==> config.mk <==
export PLATFORM = sky130hd
export DESIGN_NAME = lif_neuron
export DESIGN_NICKNAME = d
export VERILOG_FILES = /design/src/rtl/lif_neuron.sv
export SDC_FILE = /design/constraint.sdc
export NUM_CORES = 1
export LEC_CHECK = 0
export CAP_MARGIN = 20
export CORE_MARGIN = 2
export CORE_UTILIZATION = 50
export DETAILED_ROUTE_END_ITERATION = 10
export PLACE_DENSITY = 0.91
export RECOVER_POWER = 100
export SYNTH_ARGS = -nofsm -noshare
export SYNTH_HDL_FRONTEND = slang
export SYNTH_SLANG_ARGS = --single-unit
==> constraint.sdc <==
create_clock -name clk_i -period 7 [get_ports clk_i]
set_clock_uncertainty 0.15 [all_clocks]
set_input_delay 1.4 -clock clk_i [delete_from_list [all_inputs] [get_ports clk_i]]
set_output_delay 1.4 -clock clk_i [all_outputs]
set_load 0.02 [all_outputs]
==> src/rtl/lif_neuron.sv <==
// Leaky integrate-and-fire neuron with saturating membrane, live threshold/leak, and a refractory lockout.
// Latency: one cycle from input to membrane/spike. Backpressure: ready_o low while refractory; inputs are dropped there.
module lif_neuron (
  input  logic       clk_i,
  input  logic       rst_i,
  input  logic       valid_i,
  input  logic [7:0] data_i,
  input  logic [7:0] threshold_i,
  input  logic [3:0] leak_i,
  input  logic [3:0] refractory_i,
  output logic       spike_o,
  output logic [7:0] membrane_o,
  output logic       ready_o,
  output logic [7:0] spike_count_o
);

  typedef enum logic {
    ST_INTEGRATE  = 1'b0,
    ST_REFRACTORY = 1'b1
  } state_t;

  state_t     r_state;
  logic [3:0] r_refr_cnt;
  logic [7:0] r_membrane;
  logic       r_spike;
  logic       r_ready;
  logic [7:0] r_spike_count;

  logic [8:0] w_leaked;
  logic [8:0] w_sum_raw;
  logic [7:0] w_sum;
  logic       w_fire;

  // Leak floors at zero and the add saturates at 255; 9 bits hold the worst case 255+255.
  always_comb begin
    w_leaked  = 9'd0;
    if (r_membrane > {4'b0000, leak_i}) begin
      w_leaked = {1'b0, r_membrane - {4'b0000, leak_i}};
    end
    w_sum_raw = w_leaked + {1'b0, (valid_i ? data_i : 8'd0)};
    w_sum     = w_sum_raw[8] ? 8'hFF : w_sum_raw[7:0];
    w_fire    = (r_state == ST_INTEGRATE) && (threshold_i != 8'd0) && (w_sum >= threshold_i);
  end

  always_ff @(posedge clk_i) begin
    if (rst_i) begin
      r_state       <= ST_INTEGRATE;
      r_refr_cnt    <= 4'd0;
      r_membrane    <= 8'd0;
      r_spike       <= 1'b0;
      r_ready       <= 1'b1;
      r_spike_count <= 8'd0;
    end else begin
      case (r_state)
        ST_INTEGRATE: begin
          if (w_fire) begin
            r_membrane    <= 8'd0;
            r_spike       <= 1'b1;
            r_spike_count <= r_spike_count + 8'd1;
            r_refr_cnt    <= refractory_i;
            if (refractory_i != 4'd0) begin
              r_state <= ST_REFRACTORY;
              r_ready <= 1'b0;
            end else begin
              r_state <= ST_INTEGRATE;
              r_ready <= 1'b1;
            end
          end else begin
            r_membrane <= w_sum;
            r_spike    <= 1'b0;
            r_state    <= ST_INTEGRATE;
            r_ready    <= 1'b1;
          end
        end
        ST_REFRACTORY: begin
          // Inputs are discarded here; the membrane stays clamped to zero and no leak applies.
          r_membrane <= 8'd0;
          r_spike    <= 1'b0;
          if (r_refr_cnt <= 4'd1) begin
            r_refr_cnt <= 4'd0;
            r_state    <= ST_INTEGRATE;
            r_ready    <= 1'b1;
          end else begin
            r_refr_cnt <= r_refr_cnt - 4'd1;
            r_state    <= ST_REFRACTORY;
            r_ready    <= 1'b0;
          end
        end
        default: begin
          r_state    <= ST_INTEGRATE;
          r_ready    <= 1'b1;
          r_membrane <= 8'd0;
          r_spike    <= 1'b0;
          r_refr_cnt <= 4'd0;
        end
      endcase
    end
  end

  assign spike_o       = r_spike;
  assign membrane_o    = r_membrane;
  assign ready_o       = r_ready;
  assign spike_count_o = r_spike_count;

endmodule
==> reports/results.md <==
## Outcome
- result of the run: finished clean

## Placed design
- GP Congestion: 0.8689
- PortBufs: 44
- count of placed standard cells including taps: 308
- sum of net half-perimeters after detailed placement: 3.287 mm

## Flow run
- number of violations of the max-capacitance limit: 0

## Logic synthesis
- post-synth net total: 273
- Top FF cell, synth: sky130_fd_sc_hd__dfxtp_1
- cell taking the most area after synthesis: sky130_fd_sc_hd__dfxtp_1
- area share of the largest cell type after synthesis: 0.2492
- syn avg cell area: 8.362 um2
- number of library cell types mapped by synthesis: 44
- number of enable flip-flop cells after synthesis: 0
- cell count after synthesis: 221
- Synth area leaders: sky130_fd_sc_hd__dfxtp_1 (25%), sky130_fd_sc_hd__ha_1 (16%), sky130_fd_sc_hd__o21ai_0 (4.1%)
- async set-or-reset flop fraction in the synthesized netlist: 0
- register bit total from synthesis: 23
- portion of the post-synthesis area used by sequential elements: 0.2492
- Synth top cells by count: sky130_fd_sc_hd__dfxtp_1 (23), sky130_fd_sc_hd__ha_1 (23), sky130_fd_sc_hd__inv_1 (18), sky130_fd_sc_hd__nor2_1 (16), sky130_fd_sc_hd__o21ai_0 (15)
- Syn. warnings: 0
- area of the mapped netlist: 1848 um2

## Layout
- P&R area growth vs syn: 27.83%
- final net count: 317
- number of non-filler instances in the completed layout: 312
- fraction of final layout cells sized beyond drive strength 1: 0.07576
- Antenna diodes: 0

## Clock tree
- hold-fix buffers at CTS: 0
- count of clock tree sinks: 23
- Post-CTS Setup Bufs: 0
- number of levels the H-tree was split into: 1
- clock transition at the registers of the reported paths: 80 ps
- insertion delay to the later sink of the worst-skew pair: 260 ps
- clock tree from TritonCTS: built
- number of buffers on the longest clock path: 2
- clock root buffer: sky130_fd_sc_hd__clkbuf_8
- Post-CTS Resized: 0
- number of clock buffers inserted by TritonCTS: 3

## Floorplanning
- number of rows created at floorplan: 22
- Top Ports: 45
- Die Y: 64.80 um
- Die ar.: 4198 um2
- Initial Utilization: 0.5125
- Std-Cell Core Area: 3606 um2
- die outline width: 64.80 um

## Routing
- number of nets with antenna violations after routing: 0
- Vias per Instance: 5.385
- detailed-route DRC error count: 0
- average wire per cell in the routed design: 12.93 um
- via total after detailed routing: 1,680
- final WL: 4.033 mm
- DRT iter0 DRCs: 73
- length of the first detailed-routing pass in iterations: 4

## STA
- setup repair after global routing missed its margin: false
- highest achievable clock rate: 151.5 MHz
- min cycle time layout: 6602 ps
- crit share post-route: 0.9431
- final setup vio count: 0
- number of hold violations in the final report: 0
- Setup TNS Final: 0 ps
- Slew Viols, Final: 0
- Slew Limit Headroom: 0.5399
- measured slew at the worst slew-check pin: 684.2 ps

## Global route
- Total Routing Usage GR: 0.2003
- number of global-route vias before repair: 1,620
- pin count of the biggest net entering global routing: 19
- final global-route overflow total: 0
- global-route wire length before repair: 6.734 mm
- antenna violations before repair: 0

## Setup path
- Setup Crit Path Kind: input pin to flop
- Data arrival, critical path: 6650 ps
- kind of capture point of the worst setup path: flop
- Max FO, Critical Path: 9
- Data required, critical path: 7050 ps
- CP Launch Type: input pin

## Pwr
- leakage power total: 1.026 nW
- P per Cell Area: 436.4 nW/um2
- worst vdd rail ir drop: 0.2947 mV

## Min path
- type of the tightest min-delay check: flop to flop

## through the flow
stage | hold WS, ps | instance area [um2] | util | power (mW) | setup slack [ps]
final | 364.1 | 2362 | 0.6551 | 1.031 | 398.2
after floorplan | 393.4 | 1848 | - | 0.8185 | 864.3
after detailed placement | 351.9 | 2320 | 0.6433 | 0.9638 | 229.8
after CTS | 363.6 | 2366 | 0.6561 | 1.049 | 496.7
after global placement | 338.6 | 2320 | 0.6433 | 0.9430 | 365.4
after global routing | 393.7 | 2362 | 0.6551 | 1.128 | 50.00
## layout make-up
type                       count  area [um2]
inverter                      18       67.56
tap                           48       60.06
timing repair buffer          46       455.4
fill                         294        1244
clock inverter                 1       5.005
multi-input combinational    173        1272
clock buffer                   3       41.29
sequential                    23       460.4
## path summary, 6_finish.rpt
path	from	depth (start not counted)	to	slack, ps
setup reg to reg	membrane_o[0]	22	membrane_o[7]	1590
setup / recovery	leak_i[0]	22	membrane_o[7]	400
hold reg to reg	spike_count_o[6]	2	spike_count_o[6]	360
hold / removal	spike_count_o[6]	2	spike_count_o[6]	360
## power by group
part	total [mW]	internal (mW)	leakage (nW)	switching, mW
clock network	0.0821	0.0398	0.0255	0.0423
logic	0.751	0.342	0.812	0.409
registers	0.198	0.166	0.188	0.0323
total	1.03	0.548	1.03	0.483
## cell families (layout without fill, tap and decap cells)
group           count (synthesis)  after routing  share of synthesized area
compound gates                 48             48                     0.1801
buf+inv                        25             68                    0.06025
simple gates                   89             89                     0.2783
xor+xnor                        9              9                    0.04266
mux                             2              2                    0.01219
fa+ha+maj                      25             25                     0.1774
flops                          23             23                     0.2492
## critical path: stages
cell,delay (ps)
sky130_fd_sc_hd__clkdlybuf4s50_1,410
sky130_fd_sc_hd__ha_1,230
sky130_fd_sc_hd__fa_1,380
sky130_fd_sc_hd__nor2b_1,170
sky130_fd_sc_hd__o21ai_0,90
sky130_fd_sc_hd__nand2b_1,140
sky130_fd_sc_hd__a211oi_2,90
sky130_fd_sc_hd__buf_4,160
sky130_fd_sc_hd__nor3_1,190
sky130_fd_sc_hd__ha_1,310
sky130_fd_sc_hd__a21oi_1,200
sky130_fd_sc_hd__o21ai_0,160
sky130_fd_sc_hd__nand2b_1,170
sky130_fd_sc_hd__a31oi_1,210
sky130_fd_sc_hd__nor2b_1,230
sky130_fd_sc_hd__ha_1,270
sky130_fd_sc_hd__nand2b_4,150
sky130_fd_sc_hd__a2111oi_4,350
sky130_fd_sc_hd__o211ai_2,130
sky130_fd_sc_hd__and2_0,350
sky130_fd_sc_hd__or3_1,640
sky130_fd_sc_hd__a21oi_1,210
## layer usage
metal  up-vias  GRT usage  share of wire
li1        864          -              -
met1       761     0.2342           0.44
met2        50     0.3673           0.49
met3         5    0.03125          0.053
met4         0    0.06915          0.012
met5         -          0              0
## sequential cells by signal (all words and copies together) (netlist names)
register	flops
r_refr_cnt	4
spike_o	1
r_state	1
membrane_o	8
ready_o	1
spike_count_o	8
## cell usage in the layout (no fill, tap or decap), types with 2 or more instances in the layout
cell	instances
sky130_fd_sc_hd__nand2_1	10
sky130_fd_sc_hd__clkbuf_8	3
sky130_fd_sc_hd__o21ai_0	15
sky130_fd_sc_hd__inv_1	18
sky130_fd_sc_hd__nor4b_1	3
sky130_fd_sc_hd__and2_1	8
sky130_fd_sc_hd__dlygate4sd3_1	18
sky130_fd_sc_hd__nor2b_1	7
sky130_fd_sc_hd__nand2b_1	7
sky130_fd_sc_hd__a21oi_1	12
sky130_fd_sc_hd__nor4_1	2
sky130_fd_sc_hd__a21o_1	3
sky130_fd_sc_hd__nor3_1	13
sky130_fd_sc_hd__xnor2_1	8
sky130_fd_sc_hd__fa_1	2
sky130_fd_sc_hd__nand3_1	7
sky130_fd_sc_hd__or3_1	4
sky130_fd_sc_hd__nand4_1	2
sky130_fd_sc_hd__ha_1	23
sky130_fd_sc_hd__o31ai_1	3
sky130_fd_sc_hd__a211oi_1	2
sky130_fd_sc_hd__clkdlybuf4s50_1	26
sky130_fd_sc_hd__dfxtp_1	23
sky130_fd_sc_hd__buf_4	2
sky130_fd_sc_hd__nor2_1	16
sky130_fd_sc_hd__mux2_2	2
sky130_fd_sc_hd__nor2b_4	4
sky130_fd_sc_hd__a21oi_2	2
sky130_fd_sc_hd__or4_1	2
(Power assumes the default switching activity.)
